## src/rtl/pdm_decimator.sv

```systemverilog
// Decodes a 1-bit PDM stream into an unsigned sample: the number of ones seen over
// each window of 2^DATA_BITS strobed bits, saturated to the output width.
//
// state | meaning
// IDLE  | counters held at zero, dout frozen, waiting for en
// ACQ   | counting strobed pdm bits, window closes every 2^DATA_BITS strobes
module pdm_decimator #(
    parameter int DATA_BITS = 12
) (
    input  logic                 clk,
    input  logic                 rst_n,
    input  logic                 pdm_in,
    input  logic                 sample_en,
    input  logic                 en,
    output logic [DATA_BITS-1:0] dout,
    output logic                 dout_valid,
    output logic                 busy
);

    typedef enum logic {
        IDLE = 1'b0,
        ACQ  = 1'b1
    } state_t;

    localparam logic [DATA_BITS-1:0] WIN_LAST = '1;

    state_t               state_q, state_d;
    logic [1:0]           sync_q, sync_d;
    logic [DATA_BITS-1:0] win_cnt_q, win_cnt_d;
    logic [DATA_BITS:0]   ones_cnt_q, ones_cnt_d;
    logic [DATA_BITS-1:0] dout_q, dout_d;
    logic                 dout_valid_q, dout_valid_d;

    logic                 pdm_s;
    logic [DATA_BITS:0]   ones_sum;

    assign pdm_s    = sync_q[1];
    assign ones_sum = ones_cnt_q + (DATA_BITS+1)'(pdm_s);
    assign sync_d   = {sync_q[0], pdm_in};

    always_comb begin
        state_d      = state_q;
        win_cnt_d    = win_cnt_q;
        ones_cnt_d   = ones_cnt_q;
        dout_d       = dout_q;
        dout_valid_d = 1'b0;
        case (state_q)
            IDLE: begin
                win_cnt_d  = '0;
                ones_cnt_d = '0;
                if (en) begin
                    state_d = ACQ;
                end
            end
            ACQ: begin
                if (!en) begin
                    // Dropping en abandons the partial window, even on its closing strobe.
                    state_d    = IDLE;
                    win_cnt_d  = '0;
                    ones_cnt_d = '0;
                end else if (sample_en) begin
                    win_cnt_d = win_cnt_q + DATA_BITS'(1);
                    if (win_cnt_q == WIN_LAST) begin
                        ones_cnt_d   = '0;
                        dout_valid_d = 1'b1;
                        dout_d       = ones_sum[DATA_BITS] ? WIN_LAST : ones_sum[DATA_BITS-1:0];
                    end else begin
                        ones_cnt_d = ones_sum;
                    end
                end
            end
            default: state_d = IDLE;
        endcase
    end

    always_ff @(posedge clk or negedge rst_n) begin
        if (!rst_n) begin
            state_q      <= IDLE;
            sync_q       <= '0;
            win_cnt_q    <= '0;
            ones_cnt_q   <= '0;
            dout_q       <= '0;
            dout_valid_q <= 1'b0;
        end else begin
            state_q      <= state_d;
            sync_q       <= sync_d;
            win_cnt_q    <= win_cnt_d;
            ones_cnt_q   <= ones_cnt_d;
            dout_q       <= dout_d;
            dout_valid_q <= dout_valid_d;
        end
    end

    assign dout       = dout_q;
    assign dout_valid = dout_valid_q;
    assign busy       = (state_q == ACQ);

endmodule

```

## config.mk

```make
export PLATFORM = sky130hd
export DESIGN_NAME = pdm_decimator
export DESIGN_NICKNAME = d
export VERILOG_FILES = /design/src/rtl/pdm_decimator.sv
export SDC_FILE = /design/constraint.sdc
export NUM_CORES = 1
export LEC_CHECK = 0
export ABC_CLOCK_PERIOD_IN_PS = 4600
export BUFFER_PORTS_ARGS = -buffer_cell sky130_fd_sc_hd__buf_4
export CORE_MARGIN = 8
export CORE_UTILIZATION = 56
export DETAILED_ROUTE_END_ITERATION = 8
export HOLD_SLACK_MARGIN = 0.02
export PLACE_DENSITY = 0.83
export SYNTH_ARGS = -nofsm -noshare
export SYNTH_HDL_FRONTEND = slang
export SYNTH_SLANG_ARGS = --single-unit
```

## constraint.sdc

```tcl
create_clock -name clk -period 4.6 [get_ports clk]
set_clock_uncertainty 0.2 [all_clocks]
set_input_delay 0.46 -clock clk [delete_from_list [all_inputs] [get_ports clk]]
set_output_delay 0.46 -clock clk [all_outputs]
set_load 0.05 [all_outputs]
```

### Word level (Yosys, flattened, before mapping)

Index checks and enable logic that the tools add are counted.

| storage, ports and cells | value |
|---|---|
| flip-flop bits (word level) | 41 |

| cells by class | value |
|---|---|
| add/subtract/negate cells | 2 |
| eq/ne operators | 2 |
| multiplexer cells | 13 |
| bitwise gates (word level) | 1 |
| reduce and logical (&&, ||, !) cells | 1 |

Operator list:

| operator | number |
|---|---|
| 13-bit two-way mux | 3 |
| 12-bit two-way mux | 3 |
| 13-bit one-hot mux with 2 select lines | 1 |
| 12-bit one-hot mux with 2 select lines | 1 |
| 13-bit by 1-bit adder with 13-bit output | 1 |
| 12-bit by 1-bit adder with 12-bit output (second input constant) | 1 |
| 12-bit == test (second input constant) | 1 |
| 1-bit two-way mux | 5 |
| 4-bit AND reduction | 1 |
| 3-bit inequality test (second input constant) | 1 |
| 1-bit NOT | 1 |

### Depth between registers and ports, before layout

Gate-level depths: netlist of the first run.

| depth | value |
|---|---|
| depth after elaboration | 5 |
| depth in mapped cells | 7 |
| gate-level depth less buffers | 6 |

### Least setup slack after synthesis of the first run

No wires, ideal clock.

| timing path | value |
|---|---|
| kind | reg-to-reg |
| start point | register ones_cnt_q[0] |
| end point | register dout_q[10], in the netlist dout[10] |
| setup time | 138 ps |
| arrival | 1833 ps |
| data required time | 4262 ps |
| setup slack | 2428 ps |
| cell stages (with the launch flop) | 8 |
| path buffers | 1 |
| cell sequence | dfrtp_1 ha_1 ha_1 inv_1 or4_4 xnor2_1 buf_2 a31oi_1 |

| on the way | value |
|---|---|
| longest elaborated chain between the ends | 2 |

RTL lines:

| what | RTL line | text |
|---|---|---|
| start: declaration | 30 | `logic [DATA_BITS:0] ones_cnt_q, ones_cnt_d;` |
| start signal: assignment | 88 | `ones_cnt_q <= ones_cnt_d;` |
| 13-bit by 1-bit adder with 13-bit output | 38 | `assign ones_sum = ones_cnt_q + (DATA_BITS+1)'(pdm_s);` |
| 12-bit two-way mux | 66 | `dout_d = ones_sum[DATA_BITS] ? WIN_LAST : ones_sum[DATA_BITS-1:0];` |
| end signal: assignment | 89 | `dout_q <= dout_d;` |
| end: declaration | 31 | `logic [DATA_BITS-1:0] dout_q, dout_d;` |

No other way between the ends.
A chain may end at the register's enable or synchronous reset.

### Final worst setup path of the first run

| timing path | value |
|---|---|
| start point | register ones_cnt_q[0] |
| end point | register dout_q[5], in the netlist dout[5] |

The elaborated chain is that of the path after synthesis.

==> results_dict.tcl, run 1 <==
set metrics [dict create \
    fin_nets 236 \
    drt_wl_total_mm 3.955 \
    start_util 0.5668 \
    cp.arrival_ns 2.69 \
    critPathLaunchType "flip-flop" \
    path_buf_inv 1 \
    setup-tns-final_ns 0 \
    dieArea_um2 5803 \
    grtUsageTotal 0.1404 \
    synth_top_family_by_area "simple AND/OR/NAND/NOR gates" \
    stdcell_area_um2 2298 \
    fin_crit_sh 0.5913 \
    drt-met1-wl_mm 1.891 \
    synth.most_common_cell "dfrtp_1" \
    finalCriticalPeriod_ns 2.720 \
    synthCells 208 \
    synth.area.mux_share 0.004935 \
    cts_made_buffers 5 \
    ys_ff_latch 41 \
    detail_route.wl_per_cell_um 14.28 \
    ios 19 \
    ir_drop_v 0.0002179 \
    cts.repair.resized 0 \
    dp_cells 266 \
    grt_pass1_wl_mm 6.810 \
    syn_area_um2 2028 \
    cts_max_level 2 \
    p_per_area_nw_per_um2 258.3 \
    synth_xor_area_frac 0.09068 \
    tightest_slew_ns 0.8736 \
    io_buffers 18 \
    synth_nets 216 \
    fp.dieW_um 76.18 \
    finalNonFillerCells 277 \
    cts_tree "yes" \
    grt_antenna_before_repair 0 \
    synth_fa_ha_area_frac 0.01851 \
    layout_setup_ws_ns 1.880 \
    insertion_delay_ns 0.34 \
    core_area_um2 3578 \
    path_clk_slew_ns 0.11 \
    drt_first_pass_iters 4 \
    cts.path.max_buffers 2 \
    hold_start "sync_q[0]" \
    dp_hpwl_mm 2.831 \
    grt_overflow 0 \
    die_h_um 76.18 \
    num_vias 1616 \
    wl_met2_mm 1.792 \
    diodes 0 \
    gp_congestion 0.8949 \
    synth_edf_count 0 \
    hold_viol_final 0 \
    grt_max_degree 42 \
    cts-root-buf "clkbuf_4" \
    synth_top_flop_cell "dfrtp_1" \
    critPathKind "reg2reg" \
    ys.warnings.count 0 \
    first_global_vias 1445 \
    top_layer_used "met4" \
    drive_above_1_share 0.1485 \
    maxCapViolations 0 \
    startpoint "ones_cnt_q[0]" \
    drc_errors 0 \
    cp_slowest_stage_delay_ns 0.71 \
    syn_avg_cell_area_um2 9.751 \
    synth_top_cells_by_area "dfrtp_1, xnor2_1, a31oi_1" \
    postRouteAntennaNets 0 \
    cp.required_ns 4.57 \
    slowest_stage "xnor2_1" \
    met3_length_um 218 \
    finalMaxSlewViolations 0 \
    cts.sinks 41 \
    p_leak_uw 0.0009633 \
    maxSlewHeadroom 0.4134 \
    rsz0062_at_grt "false" \
    fmax_mhz 367.7 \
    synth_cell_types 38 \
    worstPathCellList "ha_1 -> ha_1 -> inv_1 -> or4_4 -> xnor2_1 -> a31oi_1" \
    dpl_cell_area_um2 2198 \
    crit_family "XOR/XNOR gates" \
    area_growth_syn_to_layout_pct 13.32 \
    synth_common_cells "dfrtp_1, a31oi_1, nand2_1" \
    r2r_start "ones_cnt_q[0]" \
    first_iter_violations 121 \
    critPathCaptureType "flip-flop" \
    synth_compound_area_frac 0.1511 \
    synth_seq_area_share 0.5059 \
    routed_via_density 5.834 \
    synth-simple-area-share 0.1962 \
    num_rows 22 \
    async_flop_share 1.000 \
    hp-class "reg2reg" \
    status "completed" \
    pre_cts_slack_ns 1.856 \
    p_total_uw 593.6 \
    path_max_fanout 12 \
    worst_path_most_repeated_cell "ha_1" \
    synth_top_area_frac 0.5059 \
    yosysTopAreaCell "dfrtp_1" \
    finalSetupViolations 0 \
]
sequential cells by signal (all words and copies together), names as in the netlist:
| register | cells |
|---|---|
| ones_cnt_q | 13 |
| busy | 1 |
| dout_valid | 1 |
| win_cnt_q | 12 |
| dout | 12 |
| sync_q | 2 |
what timing repair did:
item                      in CTS  in global routing
hold endpoints to repair      43                  0
hold buffers                   3                  0
buffers inserted               0                  0
area by class of cell:
type | instances | area, um2
repair buffers | 23 | 180.2
clock inverters | 1 | 5.005
fillers | 304 | 1280
multi-input cells | 150 | 935.9
inverters | 7 | 26.28
well taps | 48 | 60.06
clock buffers | 7 | 65.06
flip-flops and latches | 41 | 1026
stage by stage:
step,hold slack [ns],utilization
detailed placement,0.1358,0.6143
floorplan,-0.03559,-
CTS,0.1634,0.6423
global placement,0.1369,0.6143
finish,0.1642,0.6423
global route,0.1848,0.6423
logic make-up (layout without fill, tap and decap cells):
| logic type | after synthesis | after routing |
|---|---|---|
| flip-flops | 41 | 41 |
| AND/OR/NAND/NOR | 76 | 76 |
| AO/OA/AOI/OAI | 49 | 49 |
| adder cells (fa/ha/maj) | 3 | 3 |
| multiplexers | 1 | 1 |
| XOR/XNOR | 21 | 21 |
| buffers and inverters | 17 | 38 |
power breakdown:
group	total [uW]	switching, uW	internal, uW
sequential	364	1.29	363
combinational	30.7	21.9	8.88
clock	199	110	88.7
cells in the final DEF (no fill, tap or decap), types with 6 or more instances in the layout:
master	count
a21oi_1	13
a31oi_1	19
buf_4	20
dfrtp_1	41
inv_1	7
nand2_1	17
nand3_1	9
nor2_1	16
nor3_1	9
nor4_1	6
o21ai_0	6
xnor2_1	16
final timing paths:
path,depth (start not counted),endpoint,slack [ns]
setup / recovery,6,dout[5],1.88
hold / removal,0,sync_q[1],0.16
setup reg to reg,6,dout[5],1.88
hold reg to reg,0,sync_q[1],0.16
max in group asynchronous,2,dout[4],3.41
min in group asynchronous,2,win_cnt_q[5],0.42
metal layers:
layer  global-route usage  vias to the layer above
met5                    0                        -
met4              0.05192                        0
met3              0.04599                        5
met2               0.1997                       35
met1               0.1928                      777
li1                     -                      799
(Power assumes the default switching activity.)
==> run 2: changes to the inputs <==
--- a/config.mk
+++ b/config.mk
@@ -5,7 +5,7 @@
 export SDC_FILE = /design/constraint.sdc
 export NUM_CORES = 1
 export LEC_CHECK = 0
-export ABC_CLOCK_PERIOD_IN_PS = 4600
+export ABC_CLOCK_PERIOD_IN_PS = 2600
 export BUFFER_PORTS_ARGS = -buffer_cell sky130_fd_sc_hd__buf_4
 export CORE_MARGIN = 8
 export CORE_UTILIZATION = 56
==> constraint.sdc (replaced) <==
create_clock -name clk -period 2.6 [get_ports clk]
set_clock_uncertainty 0.2 [all_clocks]
set_input_delay 0.26 -clock clk [delete_from_list [all_inputs] [get_ports clk]]
set_output_delay 0.26 -clock clk [all_outputs]
set_load 0.05 [all_outputs]
==> results_dict.tcl, run 2 (synthesis results as in run 1) <==
set metrics [dict create \
    p_leak_uw 0.0009668 \
    die_h_um 76.18 \
    hold_slack_ns 0.06766 \
    cts.sinks 41 \
    cts_tree "yes" \
    core_area_um2 3578 \
    largest_register_ffs 13 \
    io_buffers 18 \
    finalSetupViolations 0 \
    fp.dieW_um 76.18 \
    grt_antenna_before_repair 0 \
    maxSlewHeadroom 0.6246 \
    final_util 0.6444 \
    first_global_vias 1531 \
    insertion_delay_ns 0.34 \
    start_util 0.5668 \
    detail_route.wl_per_cell_um 14.17 \
    hold_viol_final 0 \
    fill_cells 301 \
    path_clk_slew_ns 0.11 \
    r2r_end "ones_cnt_q[12]" \
    holdPathStages 3 \
    tightest_slew_ns 0.5580 \
    multiInputGateArea_um2 935.9 \
    stdcell_area_um2 2306 \
    setup-tns-final_ns 0 \
    r2r_slack_ns 0.33 \
    cts.path.max_buffers 2 \
    fin_crit_sh 0.8718 \
    cp.required_ns 2.67 \
    num_vias 1615 \
    cts_made_buffers 5 \
    dpl_cell_area_um2 2221 \
    final_cell_mix "dfrtp_1, buf_4, a31oi_1" \
    dieArea_um2 5803 \
    hp-class "in2reg" \
    postRouteAntennaNets 0 \
    critPathLaunchType "flip-flop" \
    drt_first_pass_iters 4 \
    grt_overflow 0 \
    critPathKind "reg2reg" \
    routed_via_density 5.789 \
    critPathCaptureType "flip-flop" \
    rsz0062_at_grt "false" \
    top_register "ones_cnt_q" \
    fmax_mhz 441.2 \
    p_per_area_nw_per_um2 440.1 \
    cp.arrival_ns 2.34 \
    path_max_fanout 5 \
    maxCapViolations 0 \
    cts_max_level 2 \
    final_common_cell "dfrtp_1" \
    post-cts-setup-buffers 0 \
    regArea_um2 1026 \
    drc_errors 0 \
    area_growth_syn_to_layout_pct 13.70 \
    finalMaxSlewViolations 0 \
    status "completed" \
    grtUsageTotal 0.1487 \
    ios 19 \
    gp_congestion 0.8874 \
    num_rows 22 \
    fin_nets 239 \
    r2r_start "ones_cnt_q[0]" \
    reg2reg_depth 6 \
    grt_pass1_wl_mm 7.210 \
    min_to "dout_valid" \
    drt_wl_total_mm 3.953 \
    ir_drop_v 0.0002198 \
    first_iter_violations 138 \
    p_total_uw 1015 \
    finalCriticalPeriod_ns 2.267 \
    hold_start "sample_en" \
    drive_above_1_share 0.1515 \
    diodes 0 \
    cts-root-buf "clkbuf_4" \
    grt_max_degree 42 \
    dp_hpwl_mm 2.811 \
]
## run 2: changes by cell type in the layout (fill, tap and decap cells not counted)
cell	before	now
buf_4	20	23
clkbuf_1	0	1
clkbuf_8	2	1
clkinv_2	1	0
## run 2: critical path: stages (launching register included)
cell     delay, ns
dfrtp_1       0.36
ha_1          0.19
ha_1          0.25
inv_1         0.09
or4_4         0.55
or4_1         0.47
o21ai_1       0.09
## run 2: how the worst max path moves through the flow
stage / cells after the start / endpoint / from / slack (ns)
floorplan: 7 / dout[10] / ones_cnt_q[0] / 0.43
global placement: 6 / ones_cnt_q[12] / ones_cnt_q[0] / 0.42
finish: 6 / ones_cnt_q[12] / ones_cnt_q[0] / 0.33
global route: 6 / ones_cnt_q[12] / ones_cnt_q[0] / 0.21
detailed placement: 6 / ones_cnt_q[12] / ones_cnt_q[0] / 0.34
CTS: 6 / ones_cnt_q[12] / ones_cnt_q[0] / 0.32
## run 2: cell type report
type,count,area share
sequential,41,0.4449
inverter,7,0.01139
tap,48,0.02604
timing repair buffer,26,0.08790
multi-input combinational,150,0.4059
clock buffer,7,0.02387
## run 2: where the power goes
group	switching [uW]	total, uW	internal (uW)	leakage (uW)
sequential	2.30	644	641	0.000565
combinational	39.4	57.0	17.6	0.000370
clock	187	314	128	0.0000314
## run 2: metrics by stage
step / setup WS [ns] / std cells
after CTS: 0.3214 / 279
after detailed placement: 0.3449 / 269
after global placement: 0.4156 / 269
after global routing: 0.2082 / 279
final: 0.3333 / 279
after floorplan: 0.4282 / 208
## run 2: routing by layer
metal	routed length [um]	global-route usage	vias to the layer above
met5	0	0	-
met4	68	0.06346	0
met3	228	0.04717	7
met2	1752	0.2125	40
met1	1903	0.2009	772
li1	-	-	796
## run 2: timing repair
| item | in CTS | in global routing |
|---|---|---|
| gates resized for setup | 0 | 0 |
| endpoints found under the setup margin | 0 | 0 |
| endpoints found under the hold margin | 43 | 0 |
| hold buffers | 3 | 0 |
==> run 3: changes to the inputs <==
--- a/config.mk
+++ b/config.mk
@@ -7,7 +7,6 @@
 export LEC_CHECK = 0
 export ABC_CLOCK_PERIOD_IN_PS = 2600
 export BUFFER_PORTS_ARGS = -buffer_cell sky130_fd_sc_hd__buf_4
-export CORE_MARGIN = 8
 export CORE_UTILIZATION = 56
 export DETAILED_ROUTE_END_ITERATION = 8
 export HOLD_SLACK_MARGIN = 0.02
==> results_dict.tcl, run 3 (synthesis results as in run 1) <==
set metrics [dict create \
    detail_route.wl_per_cell_um 14.42 \
    start_util 0.5938 \
    first_global_vias 1551 \
    num_rows 21 \
    critPathLaunchType "flip-flop" \
    grt_overflow 0 \
    gp_congestion 0.8200 \
    ios 19 \
    status "completed" \
    cts_tree "yes" \
    num_vias 1638 \
    drc_errors 0 \
    ir_drop_v 0.0002683 \
    insertion_delay_ns 0.35 \
    cts_max_level 2 \
    regArea_um2 1026 \
    maxCapViolations 0 \
    dp_hpwl_mm 2.745 \
    fill_cells 268 \
    top_register "ones_cnt_q" \
    drt_first_pass_iters 4 \
    die_h_um 62.18 \
    critPathCaptureType "flip-flop" \
    hold_viol_final 0 \
    setup-tns-final_ns 0 \
    routed_via_density 5.892 \
    cp.arrival_ns 2.39 \
    multiInputGateArea_um2 935.9 \
    drive_above_1_share 0.1595 \
    core_area_um2 3416 \
    fin_crit_sh 0.8867 \
    pre_cts_slack_ns 0.3307 \
    io_buffers 18 \
    largest_register_ffs 13 \
    p_leak_uw 0.0009906 \
    layout_setup_ws_ns 0.2945 \
    drt_wl_total_mm 4.008 \
    path_max_fanout 5 \
    grt_antenna_before_repair 0 \
    final_common_cell "dfrtp_1" \
    tightest_slew_ns 0.5185 \
    hp-class "in2reg" \
    fmax_mhz 433.7 \
    rsz0062_at_grt "false" \
    maxSlewHeadroom 0.6512 \
    cts_made_buffers 5 \
    diodes 0 \
    finalCriticalPeriod_ns 2.305 \
    hold_slack_ns 0.05144 \
    grtUsageTotal 0.2371 \
    fin_nets 239 \
    p_per_area_nw_per_um2 513.2 \
    postRouteAntennaNets 0 \
    final_cell_mix "dfrtp_1, buf_4, a31oi_1" \
    area_growth_syn_to_layout_pct 15.92 \
    grt_pass1_wl_mm 7.086 \
    cts.path.max_buffers 2 \
    cts.sinks 41 \
    grt_max_degree 42 \
    finalSetupViolations 0 \
    finalMaxSlewViolations 0 \
    cp.required_ns 2.69 \
    dieArea_um2 3866 \
    fp.dieW_um 62.18 \
    path_clk_slew_ns 0.12 \
    first_iter_violations 103 \
    critPathKind "reg2reg" \
    cts-root-buf "clkbuf_4" \
]
-- run 3: worst max-delay path, cell delays in order (launching register included) --
cell	delay, ns
dfrtp_1	0.36
ha_1	0.18
ha_1	0.26
inv_1	0.10
or4_4	0.56
or4_1	0.49
o21ai_1	0.10
-- run 3: path summary, 6_finish.rpt --
path | startpoint | to | slack (ns) | cells after the start
hold / removal | sample_en | dout_valid | 0.05 | 3
setup reg to reg | ones_cnt_q[0] | ones_cnt_q[12] | 0.29 | 6
hold reg to reg | sync_q[0] | sync_q[1] | 0.17 | 0
max in group asynchronous | rst_n | ones_cnt_q[10] | 1.65 | 2
setup / recovery | ones_cnt_q[0] | ones_cnt_q[12] | 0.29 | 6
min in group asynchronous | rst_n | win_cnt_q[0] | 0.19 | 2
-- run 3: layer usage --
metal,wire [um],track usage,vias to the layer above
li1,-,-,803
met1,1887,0.3419,766
met2,1800,0.3379,61
met3,263,0.04963,8
met4,57,0.1221,0
met5,0,0,-
-- run 3: layout make-up --
cell class              count  share of cell area
inverters                   7             0.01118
repair buffers             26             0.08622
clock inverters             3             0.02767
clock buffers               5             0.01597
flip-flops and latches     41              0.4364
multi-input cells         150              0.3981
well taps                  46             0.02448
-- run 3: where the power goes --
| part | switching (uW) | total (uW) | internal (uW) |
|---|---|---|---|
| clock network | 207 | 505 | 298 |
| registers | 2.35 | 644 | 641 |
| logic | 39.9 | 57.6 | 17.8 |
| total | 250 | 1210 | 957 |
-- run 3: timing repair --
| action | 4_1_cts | 5_1_grt |
|---|---|---|
| resized for setup | 0 | 0 |
| endpoints found under the hold margin | 43 | 0 |
| setup endpoints to repair | 0 | 0 |
| setup buffers | 0 | 0 |
| hold buffers | 3 | 0 |
-- run 3: per-stage QoR --
stage | cells | cell area [um2] | util | total power (uW)
6_report | 278 | 2351 | 0.6883 | 1206
5_1_grt | 278 | 2351 | 0.6883 | 1254
4_1_cts | 278 | 2351 | 0.6883 | 1212
3_5_place_dp | 267 | 2218 | 0.6495 | 711.1
3_3_place_gp | 267 | 2218 | 0.6495 | 709.4
2_1_floorplan | 208 | 2028 | - | 682.6
